### config.mk
export PLATFORM = sky130hd
export DESIGN_NAME = channel_mixer
export DESIGN_NICKNAME = d
export VERILOG_FILES = /design/src/rtl/mixer_pkg.sv /design/src/rtl/sample_saturator.sv /design/src/rtl/channel_mixer.sv
export SDC_FILE = /design/constraint.sdc
export NUM_CORES = 1
export LEC_CHECK = 0
export BUFFER_PORTS_ARGS = -buffer_cell sky130_fd_sc_hd__buf_2
export CAP_MARGIN = 40
export CORE_UTILIZATION = 40
export DETAILED_ROUTE_END_ITERATION = 10
export PLACE_DENSITY = 0.62
export SLEW_MARGIN = 20
export SYNTH_ARGS = -nofsm -noshare
export SYNTH_HDL_FRONTEND = slang
export SYNTH_HIERARCHICAL = 1
export SYNTH_SLANG_ARGS = --single-unit
### constraint.sdc
create_clock -name clk -period 4.8 [get_ports clk]
set_input_delay 0 -clock clk [delete_from_list [all_inputs] [get_ports clk]]
set_output_delay 0 -clock clk [all_outputs]
set_load 0.01 [all_outputs]
### src/rtl/mixer_pkg.sv
// mixer_pkg: shared types and constants for the channel mixer and the
// sample saturator (which the I2S output stage also uses).
//   MixerState   : mixer sequencing states
//   SAMPLE_MAX   : largest 16-bit signed sample
//   SAMPLE_MIN   : smallest 16-bit signed sample
//   VOLUME_UNITY : master volume code for unity gain (Q1.7)
package mixer_pkg;

   typedef enum logic [1:0] {
      IDLE   = 2'd0,
      ACCUM  = 2'd1,
      OUTPUT = 2'd2
   } MixerState;

   localparam int SAMPLE_MAX   = 32767;
   localparam int SAMPLE_MIN   = -32768;
   localparam int VOLUME_UNITY = 128;

endpackage

### src/rtl/sample_saturator.sv
// sample_saturator: clamps a wide signed value to the 16-bit sample range.
// Purely combinational.
//   IN_W      : input width in bits (>= 16)
//   value     : signed input
//   saturated : signed 16-bit result, clamped to SAMPLE_MAX / SAMPLE_MIN
module sample_saturator
   import mixer_pkg::*;
#(
   parameter int IN_W = 17
) (
   input  logic signed [IN_W-1:0] value,
   output logic signed [15:0]     saturated
);

   localparam logic signed [IN_W-1:0] MAX_W = IN_W'(SAMPLE_MAX);
   localparam logic signed [IN_W-1:0] MIN_W = IN_W'(SAMPLE_MIN);

   always_comb begin
      saturated = value[15:0];
      if (value > MAX_W) begin
         saturated = 16'sh7FFF;
      end else if (value < MIN_W) begin
         saturated = 16'sh8000;
      end
   end

endmodule

### src/rtl/channel_mixer.sv
// channel_mixer: snapshots all channel samples on an lrclk rising edge, sums
// the enabled ones one channel per clock, saturates to 16 bits and presents
// the mix with a one-cycle valid pulse.
// Optional build macro MIXER_MASTER_VOLUME_EN adds an 8-bit master volume
// (128 = unity) applied to the sum before saturation.
//   clk             : system clock
//   rst             : synchronous active-high reset
//   lrclk           : I2S word clock, synchronous to clk
//   i_samples       : channel k sample at [16k+15:16k], signed
//   i_channelEnable : bit k enables channel k
//   i_masterVolume  : (MIXER_MASTER_VOLUME_EN only) unsigned Q1.7 gain
//   o_mixedSample   : saturated mix, held between mixes
//   o_mixValid      : one-cycle pulse when o_mixedSample updates
//   o_busy          : mix in progress
//   o_overrun       : sticky, lrclk edge seen while busy
//
// state  | meaning
// IDLE   | waiting for lrclk rising edge
// ACCUM  | adding shadow[idx] into acc, one channel per clock
// OUTPUT | result and valid pulse presented, back to IDLE next
module channel_mixer
   import mixer_pkg::*;
#(
   parameter  int CHANNEL_COUNT = 8,
   localparam int ACC_W         = 16 + $clog2(CHANNEL_COUNT) + 1
) (
   input  logic                        clk,
   input  logic                        rst,
   input  logic                        lrclk,
   input  logic [16*CHANNEL_COUNT-1:0] i_samples,
   input  logic [CHANNEL_COUNT-1:0]    i_channelEnable,
`ifdef MIXER_MASTER_VOLUME_EN
   input  logic [7:0]                  i_masterVolume,
`endif
   output logic [15:0]                 o_mixedSample,
   output logic                        o_mixValid,
   output logic                        o_busy,
   output logic                        o_overrun
);

   localparam int IDX_W = (CHANNEL_COUNT > 1) ? $clog2(CHANNEL_COUNT) : 1;
   localparam logic [IDX_W-1:0] LAST_IDX = IDX_W'(CHANNEL_COUNT - 1);

   MixerState                   state;
   logic                        oldLrclk;
   logic                        lrEdge;
   logic [16*CHANNEL_COUNT-1:0] shadowSamples;
   logic [CHANNEL_COUNT-1:0]    shadowEnable;
   logic signed [ACC_W-1:0]     acc;
   logic signed [ACC_W-1:0]     accNext;
   logic signed [ACC_W-1:0]     term;
   logic [IDX_W-1:0]            idx;
   logic [15:0]                 curSample;
   logic signed [15:0]          satOut;

   assign lrEdge    = ~oldLrclk & lrclk;
   assign curSample = shadowSamples[16*idx +: 16];

   always_comb begin
      term = '0;
      if (shadowEnable[idx]) begin
         term = {{(ACC_W-16){curSample[15]}}, curSample};
      end
   end

   // The final channel is folded in combinationally so the result can be
   // registered together with the valid pulse on entry to OUTPUT.
   assign accNext = acc + term;

`ifdef MIXER_MASTER_VOLUME_EN
   logic [7:0]              volShadow;
   logic signed [ACC_W+8:0] accWide;
   logic signed [ACC_W+8:0] volWide;
   logic signed [ACC_W+8:0] scaled;

   assign accWide = {{9{accNext[ACC_W-1]}}, accNext};
   assign volWide = {{(ACC_W+1){1'b0}}, volShadow};
   assign scaled  = (accWide * volWide) >>> 7;

   sample_saturator #(.IN_W(ACC_W + 9)) uSat (
      .value     (scaled),
      .saturated (satOut)
   );
`else
   sample_saturator #(.IN_W(ACC_W)) uSat (
      .value     (accNext),
      .saturated (satOut)
   );
`endif

   always_ff @(posedge clk) begin
      if (rst) begin
         state         <= IDLE;
         oldLrclk      <= 1'b0;
         shadowSamples <= '0;
         shadowEnable  <= '0;
         acc           <= '0;
         idx           <= '0;
         o_mixedSample <= '0;
         o_mixValid    <= 1'b0;
         o_busy        <= 1'b0;
         o_overrun     <= 1'b0;
`ifdef MIXER_MASTER_VOLUME_EN
         volShadow     <= 8'(VOLUME_UNITY);
`endif
      end else begin
         oldLrclk   <= lrclk;
         o_mixValid <= 1'b0;
         if (lrEdge && (state != IDLE)) begin
            o_overrun <= 1'b1;
         end
         case (state)
            IDLE: begin
               if (lrEdge) begin
                  shadowSamples <= i_samples;
                  shadowEnable  <= i_channelEnable;
`ifdef MIXER_MASTER_VOLUME_EN
                  volShadow     <= i_masterVolume;
`endif
                  acc           <= '0;
                  idx           <= '0;
                  o_busy        <= 1'b1;
                  state         <= ACCUM;
               end
            end
            ACCUM: begin
               acc <= accNext;
               idx <= idx + 1'b1;
               if (idx == LAST_IDX) begin
                  o_mixedSample <= satOut;
                  o_mixValid    <= 1'b1;
                  state         <= OUTPUT;
               end
            end
            OUTPUT: begin
               o_busy <= 1'b0;
               state  <= IDLE;
            end
            default: begin
               o_busy <= 1'b0;
               state  <= IDLE;
            end
         endcase
      end
   end

endmodule

Yosys cells after proc, flatten, opt, wreduce, memory -nomap -nowiden:

Index checks and enable logic that the tools add are counted.

* register bits after elaboration: 181
* input port bits: 139
* word-level logic and storage cells: 48

* $add $sub $neg: 2
* order comparisons: 3
* eq/ne operators: 4
* shifts and indexed selects: 1
* multiplexer cells: 15
* bitwise operators: 3
* reductions and logical operators: 10

Operator list (count)
* 128-bit by 8-bit variable part select with 16-bit output: 1
* 20-bit 2-to-1 mux: 2
* 20-bit case mux with 2 select lines: 1
* 16-bit 2-to-1 mux: 2
* 20-bit adder: 1
* 20-bit by 16-bit greater-than comparator with 1-bit output, second input constant: 1
* 20-bit by 16-bit < comparator with 1-bit output, second input constant: 1
* 2-bit AND reduction: 5
* 3-bit case mux with 2 select lines: 1
* 3-bit by 4-bit < comparator with 1-bit output, second input constant: 1
* 2-bit 2-to-1 mux: 2
* 2-bit inequality test, second input constant: 2
* 2-bit case mux with 2 select lines: 1
* 2-bit nonzero test: 2
* 3-bit by 1-bit adder with 3-bit output, second input constant: 1
* 1-bit binary-select mux with 3-bit select: 1
* 3-bit equality test, second input constant: 1
* 1-bit 2-to-1 mux: 3
* 3-bit 2-to-1 mux: 1
* 2-bit by 1-bit equality test with 1-bit output, second input constant: 1
* 2-bit logical NOT: 1
* 1-bit inverter: 2
* 1-bit case mux with 2 select lines: 1
* 2-bit OR reduction: 1
* 2 further kinds: 2

Logic depth before layout (Yosys ltp):

Gate-level depths: netlist of run 1.

* word-level depth: 7
* mapped depth: 20

Modules after synthesis:

The synthesis of run 1 kept the hierarchy.

By module, submodules not included
* channel_mixer: times used 1, cells an instance 963, area each 8124.0 um^2
* sample_saturator: times used 1, cells an instance 60, area each 470.5 um^2

Least setup slack after synthesis of run 1:

Ideal clock, no wire load.

* kind: reg2reg
* start: reg idx[0]
* end: reg o_mixedSample[10]
* setup time: 70 ps
* arrival time: 4263 ps
* data required time: 4730 ps
* path slack: 466 ps
* stages on the path, launching flop included: 20
* path buffers: 4
* cell sequence: dfxtp_1 > buf_6 > buf_1 > mux4_2 > mux2i_1 > nor2_1 > ha_1 > fa_1 > a211oi_1 > o21bai_1 > a21oi_1 > o41ai_2 > a311oi_1 > xnor2_1 > buf_4 > buf_4 > nor2_1 > a221oi_2 > nand2_1 > a21oi_1

* longest elaborated chain between the ends: 7

Ends and longest elaborated chain
* from (decl): line channel_mixer.sv:52 `logic [IDX_W-1:0] idx;`
* from (signal assigned): line channel_mixer.sv:128 `idx <= idx + 1'b1;`
* parallel branches: the longest is 2 deep, another holds 128-bit by 8-bit variable part select with 16-bit output
* 20-bit 2-to-1 mux *: line channel_mixer.sv:61 `if (shadowEnable[idx]) begin`
* 20-bit adder *: line channel_mixer.sv:68 `assign accNext = acc + term;`
* via accNext[18]: line channel_mixer.sv:50 `logic signed [ACC_W-1:0] accNext;`
* 20-bit by 16-bit < comparator with 1-bit output: line sample_saturator.sv:22 `end else if (value < MIN_W) begin`
* 16-bit 2-to-1 mux: line sample_saturator.sv:22
* 16-bit 2-to-1 mux *: line sample_saturator.sv:20 `if (value > MAX_W) begin`
* via satOut[10]: line channel_mixer.sv:54 `logic signed [15:0] satOut;`
* to (signal assigned): line channel_mixer.sv:130 `o_mixedSample <= satOut;`
* to (decl): line channel_mixer.sv:35 `output logic [15:0] o_mixedSample,`

Mark *: on every way through the listed nets, which the timed path passes. The select of a mux whose other input is x is not followed.
A chain may end at the register's enable or synchronous reset.

Final worst setup path of run 1:

* start: reg idx[0]
* end: reg o_mixedSample[3]

Same word-level chain as after synthesis.

==> metrics.txt, run 1 <==
Yosys top cell by area dfxtp_1; row count 53; Setup violations, final 0; ys async rst share 0%; CP max FO 17; Fillers 1875; vias in the first global route 7867; Num CTS Buffers 17; final hold vios 0; syn_area_per_cell 8.40 um2; largest net degree at the start of global routing 148; placer's final routability congestion estimate 0.881; Final Cycle Share slightly below 90%; Synth area leaders dfxtp_1 (42%), nand2_1 (14%), a21oi_1 (10%), mux4_2 (8.9%), ha_1 (3.1%); post-DP HPWL 16100 um; gr usage total 23.2%; routed vias 8153; Yosys top cell area share 42.2%; Worst Setup SP idx[0]; outcome completed; sequential fraction of the synthesis area 42.2%; Syn Std Cell Area 8590 um2; CP required 5110 ps; critical path capture point type flip-flop; total power 3.56 mW; nets approximately 1400; CP Data Arrival Time between 4000 and 5000 ps; WL/cell roughly 16 um; CTS Sinks between 150 and 200; Max-slew headroom about half; leakage 4.61 nW; Hold WC Path Type in -> reg; flops & latches, synth 181; PD cells 307 nW/um2; yosys warns 6; Net Count, Synth 1184; first-pass GRT wire length 39900 um; FF-to-FF setup slack 510 ps; RSZ-0062 raised after global routing false; core area 21000 um2; clock-pin slew on the worst setup and hold paths 80 ps; router iterations before antenna repair 5; maximum clock rate 0.233 GHz; CP endpoint o_mixedSample[3]; Crit Path Class reg -> reg; synth unique cells 58; Clock Skews 11.4 ps; Slew Limit Fails 0; Initial Util roughly two fifths; Slew @ Worst Pin between 700 and 800 ps; Die Ht roughly 150 um; number of synthesized flops with an enable pin 0; Post-DRT Antenna Nets 0; Post-CTS Setup Bufs 0; Worst R2R Path Depth 17; Worst R2R Start idx[0]; Final min period 4290 ps; CTS tree yes; DRT iter0 DRCs a little over 500; die width around 150 um; Area Growth Syn to Fin 34.9%; die area 22100 um2; R2R Path End o_mixedSample[3]; # Max-Cap Violations 0; ant diodes 0; I/O pin count 158; grt total ovfl 0; Main synth FF type dfxtp_1; CTS Buffer Depth 2; H-tree lvl count 4; DRC viols 0; Post-Route WL ~25000 um; layout cell share with drive strength beyond 1 roughly a fifth; hold slack 340 ps; initial antenna violation count 0; setup TNS 0 ps; Syn Inst Count 1023; Port Buffers 157; vias per inst 5.21; Clock Latency Late Sink 440 ps; Setup crit start kind flip-flop; maximum vdd drop 215 uV; Root Buffer clkbuf_16
[stage by stage]
step                setup WS [ps]  std cells  util, %  cell area [um2]
finish                        510       1564     55.2            11600
global placement              572       1391     45.5             9560
detailed placement            554       1393     45.6             9590
floorplan                     466       1023        -             8590
CTS                           533       1563     55.1            11600
global route                  165       1564     55.2            11600
[registers in the layout (all words and copies together), names as in the netlist]
name / cells
shadowSamples: 128
acc: 20
o_mixedSample: 16
shadowEnable: 8
idx: 3
state: 2
o_busy: 1
o_mixValid: 1
o_overrun: 1
oldLrclk: 1
[where the power goes]
group	switching, mW	internal (mW)	leakage [nW]
registers	0.0378	1.57	1.48
logic	0.250	0.243	2.83
clock network	0.659	0.794	0.297
total	0.946	2.61	4.61
[synth_stat cells (2+ instances only)]
cell	count
nand2_1	325
dfxtp_1	181
a21oi_1	178
clkbuf_1	62
nor2_1	43
mux4_2	34
ha_1	21
mux2i_1	16
nand3_1	15
nand4_1	15
a221oi_2	10
a22o_1	10
xnor2_1	10
a21o_1	8
buf_4	8
xor2_1	7
and2_1	6
o21ai_0	6
a221oi_1	5
buf_1	5
buf_2	5
a31oi_1	4
buf_6	3
inv_1	3
nor2b_1	3
a21bo_2	2
a21oi_2	2
a221o_1	2
and3_1	2
nand2b_1	2
nor3_1	2
o21a_1	2
[cell families (layout without fill, tap and decap cells)]
family / Yosys count / count (layout) / share of synthesized area, %
AOI/OAI and AO/OA: 242 / 242 / 17.2
xor gates and xnor gates: 17 / 17 / 1.73
adders and majority gates: 22 / 22 / 3.29
buffers and inverters: 86 / 352 / 4.44
DFF: 181 / 181 / 42.2
muxes: 50 / 50 / 10.8
and+or+nand+nor: 425 / 425 / 20.4
[final cells by class]
cell class	count	area (um2)	area share, %
Inverter	3	11.3	0.0971
Clock inverter	15	188	1.62
Sequential cell	181	3620	31.3
Multi-Input combinational cell	756	4610	39.7
Clock buffer	17	425	3.67
Timing Repair Buffer	317	2390	20.6
Tap cell	275	344	2.97
[layout by cell type (no fill, tap or decap), types with 15 or more instances in the layout]
cell type / synthesis / final
nand2_1: 325 / 325
dfxtp_1: 181 / 180
a21oi_1: 178 / 178
buf_2: 5 / 156
dlygate4sd3_1: 0 / 138
nor2_1: 43 / 43
mux4_2: 34 / 34
ha_1: 21 / 21
buf_4: 8 / 19
clkbuf_16: 0 / 17
mux2i_1: 16 / 16
nand3_1: 15 / 15
nand4_1: 15 / 15
[worst max-delay path, stage by stage (launching register included)]
cell and delay, ps:
dfxtp_2 390, mux4_2 520, mux2i_1 250, buf_12 180, nor2_1 50, ha_1 200
fa_1 430, a211oi_1 230, o21bai_1 130, a21oi_1 270, o41ai_2 150, a311oi_1 340
xnor2_1 110, buf_4 210, nor2b_4 430, a221oi_1 100, nand2_1 100, a21oi_1 60
[worst min-delay path by stage]
stage                              end            from  depth (start not counted)  slack, ps
floorplan                     oldLrclk           lrclk                          1        130
global placement    shadowSamples[121]  i_samples[121]                          3        250
detailed placement   shadowSamples[84]   i_samples[84]                          3        250
CTS                  shadowSamples[36]   i_samples[36]                          4        330
global route        shadowSamples[102]  i_samples[102]                          4        360
finish              shadowSamples[102]  i_samples[102]                          4        340
[layer usage]
layer / GRT usage (%) / share of wire [%] / wire, um
met5: 0 / 0 / 0
met2: 37.2 / 48 / 12100
met1: 29.7 / 43 / 10800
met3: 3.56 / 4.9 / 1250
met4: 13.0 / 4.3 / 1080
[timing repair]
item | 4_1_cts | 5_1_grt
gates resized for setup | 0 | 0
hold endpoints to repair | 154 | 0
hold buffers | 138 | 0
setup endpoints to repair | 0 | 0
Note: power is estimated with default switching activity, not from simulation.
==> run 2, diff against run 1 <==
Settings changed: MAX_ROUTING_LAYER set to met4.
==> run 2 against run 1 <==
Compared with the run above:
- non-clock buffer count unchanged
- power down 0.29%
- first-iteration DRC count up 16%
- fmax rose by 0.23%
- clock skew hardly changed
- register-to-register slack is essentially flat
- via count increased by 0.29%
==> metrics.txt, run 2 (same netlist as run 1, synthesis figures left out) <==
Reg with most FFs shadowSamples; CP required 5090 ps (-20 ps); CP max FO 23 (+6); gr usage total 23.7% (+0.57 points); router iterations before antenna repair 4 (-1); slowest stage delay, CP 610 ps (+90 ps); die width 149 um (unchanged); vias per inst 5.23 (+0.29%); Top Registers shadowSamples x128, acc x20, o_mixedSample x16; WL/cell 16.0 um (-0.88%); largest net degree at the start of global routing 148 (unchanged); routed vias 8177 (+0.29%); Post-DRT Antenna Nets 0 (unchanged); Hold-fix buffers, CTS 137 (-0.72%); Max-slew headroom 45.9% (-2.3 points); Port Buffers 157 (unchanged); maximum vdd drop 206 uV (-4.2%); leakage 4.59 nW (-0.25%); slowest cell on the critical path nor3_4; row count 53 (unchanged); DRT iter0 DRCs 586 (+16%); Final Cycle Share 89.2% (-0.21 points); hold path endpoint state[0]; sequential share of power 45.5% (+0.2 points); Die Ht 149 um (unchanged); RSZ-0062 raised after global routing false; CTS Buffer Depth 2 (unchanged); Clock Skews 11.4 ps (-0.0344 ps); CP Data Arrival Time 4570 ps (-30 ps); most common cell after layout, fill and taps aside nand2_1; PD cells 306 nW/um2 (-0.25%); Slew Limit Fails 0 (unchanged); hold slack 34.5 ps (-306 ps); Initial Util 40.9% (unchanged); nets 1437 (unchanged); Clock Latency Late Sink 430 ps (about the same); CTS Sinks 181 (unchanged); fin util 55.1% (about the same); Final min period 4280 ps (-9.88 ps); R2R Path End o_mixedSample[2]; clock-pin slew on the worst setup and hold paths 80 ps (about the same); Post-Route WL 25000 um (-0.88%); Setup crit start kind flip-flop; total power 3.55 mW (-0.29%); Crit Path Class reg -> reg; maximum clock rate 0.234 GHz (+0.23%); worst path cell trace buf_12 -> mux4_2 -> mux2i_1 -> nor2_1 -> ha_1 -> o21ai_0 -> o21bai_1 -> a21oi_1 -> o41ai_2 -> a31oi_1 -> xnor2_1 -> nor3_4 -> a221oi_1 -> nand2_1 -> a21oi_1; first-pass GRT wire length 39800 um (-0.24%); Crit path buffers/inverters 1 (-1); initial antenna violation count 0 (unchanged); Slew @ Worst Pin 812 ps (+37.3 ps); Logic pwr share 13.8% (about the same); placer's final routability congestion estimate 0.875 (-0.59%); ant diodes 0 (unchanged); most used cell, CP a21oi_1; switching portion of total power 26.5% (-0.16 points); Int Pwr 2.61 mW (about the same); hold path depth 2 (-2); Area Growth Syn to Fin 34.9% (about the same); post-DP HPWL 16000 um (-0.28%); post-cts resize count 0 (unchanged); outcome completed; setup TNS 0 ps (unchanged); # Max-Cap Violations 0 (unchanged); grt total ovfl 0 (unchanged); vias in the first global route 7939 (+0.92%); final hold vios 0 (unchanged); Num CTS Buffers 17 (unchanged); Root Buffer clkbuf_16; max reg flops 128 (unchanged); CP delay by family, top compound AO/OA/AOI/OAI gates; Worst R2R Path Depth 15 (-2); clock power share 40.7% (about the same); I/O pin count 158 (unchanged); DRC viols 0 (unchanged); CTS tree yes; FF-to-FF setup slack 520 ps (about the same); layout cell share with drive strength beyond 1 21.1% (+0.078 points); total net switching power 938 uW (-0.89%); Post-CTS Setup Bufs 0 (unchanged); critical path capture point type flip-flop; Hold WC Path Type in -> reg; Worst Min Path Start rst; core area 21000 um2 (unchanged); most frequent cells in the layout nand2_1 (325), dfxtp_1 (180), a21oi_1 (178), buf_2 (156), dlygate4sd3_1 (137); die area 22100 um2 (unchanged); Setup violations, final 0 (unchanged); Worst R2R Start idx[0]; H-tree lvl count 4 (unchanged)
run 2: cell types whose count changed in the layout (fill, tap and decap cells not counted), sizes merged:
| cell | previous run | this run |
|---|---|---|
| buf | 179 | 180 |
| dlygate4sd3 | 138 | 137 |
| clkinvlp | 2 | 4 |
| clkinv | 3 | 2 |
| inv | 11 | 10 |
run 2: worst max-delay path by stage:
stage | from | endpoint | slack, ps | depth (start not counted)
after global placement | idx[0] | o_mixedSample[0] | 590 | 16
after floorplan | idx[0] | o_mixedSample[10] | 470 | 19
final | idx[0] | o_mixedSample[2] | 520 | 15
after detailed placement | idx[0] | o_mixedSample[2] | 540 | 16
after global routing | idx[0] | o_mixedSample[2] | 150 | 16
after CTS | idx[0] | o_mixedSample[2] | 530 | 17
run 2: per-stage QoR:
stage | cell area [um2] | setup WS, ps | instances
3_5_place_dp | 9570 | 537 | 1393
3_3_place_gp | 9540 | 586 | 1391
5_1_grt | 11600 | 148 | 1564
4_1_cts | 11600 | 530 | 1562
2_1_floorplan | 8590 | 466 | 1023
6_report | 11600 | 520 | 1564
run 2: cell type report:
cell class / instances / area [um2]
clock inverters: 15 / 186
clock buffers: 17 / 425
fillers: 1891 / 9430
multi-input cells: 756 / 4610
inverters: 3 / 11.3
flip-flops and latches: 181 / 3620
well taps: 275 / 344
repair buffers: 317 / 2390
run 2: metal layers:
metal | global-route usage, % | wire length (um)
met1 | 29.7 | 11000
met2 | 38.2 | 12300
met3 | 3.71 | 1030
met4 | 9.69 | 700
met5 | - | 0
run 2: power by group through the flow:
stage          registers, mW  clock network, mW  logic, mW
6_report                1.61               1.44      0.491
5_1_grt                 1.62               1.54      0.538
4_1_cts                 1.61               1.47      0.480
3_5_place_dp            1.65                  0      0.395
3_3_place_gp            1.64                  0      0.390
2_1_floorplan           1.63                  0      0.263
